File: config.mk
export PLATFORM = sky130hd
export DESIGN_NAME = serial_sub_ctrl
export DESIGN_NICKNAME = d
export VERILOG_FILES = /design/src/rtl/serial_sub_ctrl.sv
export SDC_FILE = /design/constraint.sdc
export NUM_CORES = 1
export LEC_CHECK = 0
export ABC_AREA = 1
export ABC_CLOCK_PERIOD_IN_PS = 1740
export BUFFER_PORTS_ARGS = -buffer_cell sky130_fd_sc_hd__buf_2
export CAP_MARGIN = 40
export CELL_PAD_IN_SITES_DETAIL_PLACEMENT = 0
export CELL_PAD_IN_SITES_GLOBAL_PLACEMENT = 1
export CORE_ASPECT_RATIO = 1.75
export CORE_MARGIN = 2
export CORE_UTILIZATION = 43
export CTS_BUF_LIST = sky130_fd_sc_hd__clkbuf_2 sky130_fd_sc_hd__clkbuf_4 sky130_fd_sc_hd__clkbuf_8
export DETAILED_ROUTE_END_ITERATION = 7
export PLACE_DENSITY = 0.83
export SKIP_CTS_REPAIR_TIMING = 1
export SLEW_MARGIN = 15
export SYNTH_ARGS = -nofsm -noshare
export SYNTH_HDL_FRONTEND = slang
export SYNTH_SLANG_ARGS = --single-unit
File: constraint.sdc
create_clock -name clk -period 1.74 [get_ports clk]
set_clock_uncertainty 0.2 [all_clocks]
set_input_delay 0.174 -clock clk [delete_from_list [all_inputs] [get_ports clk]]
set_output_delay 0.174 -clock clk [all_outputs]
set_load 0.1 [all_outputs]
File: src/rtl/serial_sub_ctrl.sv
// Bit-serial subtractor: one full-subtractor cell sequenced LSB-first over WIDTH bits.
// Computes a - b - bin_in with a start/busy/done handshake; results are held in registers.
module serial_sub_ctrl #(
  parameter int unsigned WIDTH = 8
) (
  input  logic             clk,
  input  logic             rst_n,
  input  logic             start,
  input  logic [WIDTH-1:0] a,
  input  logic [WIDTH-1:0] b,
  input  logic             bin_in,
  output logic             busy,
  output logic             done,
  output logic [WIDTH-1:0] diff,
  output logic             borrow_out
);

  localparam int unsigned CW = $clog2(WIDTH);
  localparam logic [CW-1:0] LAST = CW'(WIDTH - 1);

  typedef enum logic [1:0] {
    IDLE = 2'd0,
    RUN  = 2'd1,
    DONE = 2'd2
  } state_e;

  state_e           state_q, state_d;
  logic [WIDTH-1:0] sa_q, sa_d;
  logic [WIDTH-1:0] sb_q, sb_d;
  logic [WIDTH-1:0] sr_q, sr_d;
  logic             br_q, br_d;
  logic [CW-1:0]    cnt_q, cnt_d;
  logic [WIDTH-1:0] diff_q, diff_d;
  logic             bout_q, bout_d;

  logic             cell_diff;
  logic             cell_bor;
  logic [WIDTH-1:0] sr_shift;

  assign cell_diff = sa_q[0] ^ sb_q[0] ^ br_q;
  assign cell_bor  = (~sa_q[0] & br_q) | (~sa_q[0] & sb_q[0]) | (sb_q[0] & br_q);
  assign sr_shift  = {cell_diff, sr_q[WIDTH-1:1]};

  always_comb begin
    state_d = state_q;
    sa_d    = sa_q;
    sb_d    = sb_q;
    sr_d    = sr_q;
    br_d    = br_q;
    cnt_d   = cnt_q;
    diff_d  = diff_q;
    bout_d  = bout_q;
    case (state_q)
      IDLE, DONE: begin
        // DONE accepts a new start exactly like IDLE so back-to-back runs lose no extra cycle
        if (start) begin
          sa_d    = a;
          sb_d    = b;
          br_d    = bin_in;
          cnt_d   = '0;
          state_d = RUN;
        end else begin
          state_d = IDLE;
        end
      end
      RUN: begin
        sa_d  = sa_q >> 1;
        sb_d  = sb_q >> 1;
        sr_d  = sr_shift;
        br_d  = cell_bor;
        cnt_d = cnt_q + CW'(1);
        if (cnt_q == LAST) begin
          diff_d  = sr_shift;
          bout_d  = cell_bor;
          state_d = DONE;
        end
      end
      default: state_d = IDLE;
    endcase
  end

  always_ff @(posedge clk or negedge rst_n) begin
    if (!rst_n) begin
      state_q <= IDLE;
      sa_q    <= '0;
      sb_q    <= '0;
      sr_q    <= '0;
      br_q    <= 1'b0;
      cnt_q   <= '0;
      diff_q  <= '0;
      bout_q  <= 1'b0;
    end else begin
      state_q <= state_d;
      sa_q    <= sa_d;
      sb_q    <= sb_d;
      sr_q    <= sr_d;
      br_q    <= br_d;
      cnt_q   <= cnt_d;
      diff_q  <= diff_d;
      bout_q  <= bout_d;
    end
  end

  assign busy       = (state_q == RUN);
  assign done       = (state_q == DONE);
  assign diff       = diff_q;
  assign borrow_out = bout_q;

endmodule

==> results.py <==
metrics = {
    "status": {
        "outcome": "finished, violations left",
        "violations": "hold timing",
    },
    "synthesis": {
        "ys_types": 19,
        "synth.area.top_cells": "dfrtp_1 (52%), nand2_1 (15%), nand3_1 (8.3%), inv_1 (8.1%), o21ai_2 (3.9%)",
        "ys_seq_elements": 38,
        "synthesis.nets": 242,
        "synth_warnings": 0,
        "synthCells": 219,
        "yosysSeqAreaShare": 0.524,
        "syn_area_sq_um": 1820,
        "synth_top_area_cell": "dfrtp_1",
        "yosys.area.top_type_share": 0.524,
        "avgSynthCellArea_sq_um": 8.29,
    },
    "setup_path": {
        "rr_worst_depth": 6,
        "r2r-start": "cnt_q[0]$_DFFE_PN0P_",
        "crit_cells": 4,
        "crit_family": "buffers and inverters",
        "path_cells": "inv_2, buf_4, nor2_4, buf_12",
        "cpPeakStageDelay_ns": 0.41,
        "arrival_ns": 1.29,
        "path_max_fanout": 10,
        "r2r_setup_slack_ns": 0.20,
        "startpoint_type": "flip-flop",
        "cp.required_ns": 1.37,
        "reg2reg_to": "diff[0]$_DFFE_PN0P_",
        "endpoint_kind": "primary output",
        "path_class": "reg -> out",
        "crit_end": "done",
        "critPathSlowestCell": "dfrtp_1",
        "worst-path-buf-inv": 3,
        "crit_path_start": "state_q[1]$_DFFE_PN0P_",
    },
    "clocking": {
        "cts_tree": "built",
        "worst_setup_hold_path_clk_slew_ns": 0.08,
        "insertion_delay_ns": 0.29,
        "cts-root-buf": "clkbuf_8",
        "cts_sinks": 38,
        "clk_path_buf_depth": 2,
        "htreeDepth": 2,
        "cts_buffers": 5,
    },
    "timing": {
        "fin_crit_sh": 0.958,
        "rsz0062_at_grt": "no",
        "slew_viol_final": 0,
        "finalSetupViolCount": 0,
        "hold-worst-slack_ns": -0.0138,
        "slew_headroom": 0.679,
        "final.setup.tns_ns": 0,
        "worst_pin_slew_ns": 0.485,
        "max_freq_mhz": 600,
        "timing.final.crit_period_ns": 1.67,
        "fin_ws_ns": 0.0726,
        "finalHoldViolations": 8,
    },
    "global_routing": {
        "grt_pass1_wl_microns": 6160,
        "track_usage": 0.173,
        "grt_pass1_vias": 1405,
        "overflow": 0,
        "grt_max_degree": 31,
        "antenna_found_initial": 0,
    },
    "route": {
        "via_per_inst": 4.74,
        "wl_per_cell_microns": 11.9,
        "drtIter0Drc": 37,
        "drt_pass1_iterations": 4,
        "wl_microns": 3610,
        "ant_nets": 0,
        "vias": 1440,
        "drc": 0,
    },
    "placed_design": {
        "placement.io_buffers": 30,
        "pre_cts_slack_ns": 0.187,
        "gp_congestion": 0.741,
        "placed_area_sq_um": 2050,
        "hpwlAfterDp_microns": 2490,
    },
    "power": {
        "powerDensity_nw_per_um2": 2220,
        "irDropWorstVdd_uv": 1000,
        "leakagePower_nw": 1.25,
    },
    "floorplan": {
        "die_h_microns": 90.0,
        "initial_core_util": 0.442,
        "chipWidth_microns": 53.1,
        "rows": 31,
        "core_area_sq_um": 4110,
        "io_pins": 31,
        "die_area_sq_um": 4780,
    },
    "finish": {
        "num_antenna_cells": 0,
        "area_growth_pct": 22.1,
        "drive_gt1_frac": 0.235,
        "design_area_sq_um": 2220,
        "fin_util": 0.539,
        "nets": 277,
    },
    "min_path": {
        "hold_path_class": "in -> reg",
    },
    "run": {
        "maxCapViolCount": 0,
    },
}
## metal layers
layer | part of all wire | vias up | global-route usage
met3 | 0.035 | 5 | 0.0365
met4 | 0.019 | 0 | 0.0705
li1 | - | 732 | -
met5 | 0 | - | 0
met1 | 0.43 | 676 | 0.205
met2 | 0.51 | 27 | 0.292
## power by group
part	switching, mW	internal [mW]	leakage [nW]
sequential	0.224	1.30	0.473
clock	0.326	0.574	0.0683
combinational	1.81	0.695	0.709
## registers in the layout, indices dropped and copies added (netlist names)
register / flops
diff: 8
sa_q: 8
sb_q: 8
sr_q: 7
cnt_q: 3
state_q: 2
borrow_out: 1
br_q: 1
## final cells by class
| class | count | area (sq um) |
|---|---|---|
| tap | 49 | 61.3 |
| sequential | 38 | 951 |
| timing repair buffer | 37 | 253 |
| multi-input combinational | 130 | 651 |
| clock inverter | 3 | 68.8 |
| clock buffer | 5 | 68.8 |
| inverter | 42 | 163 |
| fill | 428 | 1900 |
## synth_stat cells
| library cell | count |
|---|---|
| a21oi_1 | 1 |
| buf_2 | 3 |
| buf_4 | 1 |
| buf_6 | 3 |
| clkbuf_1 | 2 |
| dfrtp_1 | 38 |
| fa_1 | 1 |
| ha_1 | 2 |
| inv_1 | 39 |
| inv_2 | 2 |
| inv_4 | 1 |
| nand2_1 | 71 |
| nand2_2 | 2 |
| nand2_4 | 2 |
| nand3_1 | 30 |
| nor2_1 | 2 |
| nor2_4 | 1 |
| o21ai_0 | 10 |
| o21ai_2 | 8 |
## worst min-delay path by stage
stage	to	cells past startpoint	start	slack, ns
2_1_floorplan	borrow_out$_DFFE_PN0P_	0	rst_n	-0.32
3_3_place_gp	borrow_out$_DFFE_PN0P_	1	rst_n	-0.05
3_5_place_dp	borrow_out$_DFFE_PN0P_	1	rst_n	-0.05
4_1_cts	diff[4]$_DFFE_PN0P_	1	rst_n	-0.37
5_1_grt	state_q[0]$_DFFE_PN0P_	3	start	0.003
6_report	state_q[0]$_DFFE_PN0P_	3	start	-0.01
## cells in the final DEF, fill, tap and decap left out, drive strengths merged
cell type,n
o21ai,18
buf,34
clkbuf,5
ha,2
bufinv,2
dfrtp,38
dlygate4sd3,3
clkinv,1
inv,42
nand3,30
nand2,75
nor2,3
fa,1
a21oi,1
## tightest hold or removal path: stages
cell	delay, ns
buf_2	0.10
nand2_2	0.08
o21ai_0	0.09
## cells by family (layout without fill, tap and decap cells)
| logic type | count (synthesis) | after routing | synth area share |
|---|---|---|---|
| compound gates | 19 | 19 | 0.0689 |
| buf+inv | 51 | 87 | 0.123 |
| fa+ha+maj | 3 | 3 | 0.0248 |
| simple gates | 108 | 108 | 0.259 |
| flops | 38 | 38 | 0.524 |
## per-stage QoR
stage / cells / hold WS [ns] / total power [mW]
after floorplan: 219 / -0.322 / 3.59
after global placement: 293 / -0.0524 / 4.01
after detailed placement: 293 / -0.0491 / 4.06
after CTS: 301 / -0.371 / 4.98
after global routing: 304 / 0.00264 / 5.30
final: 304 / -0.0138 / 4.93
No activity file was read; power rests on OpenSTA's default activity.
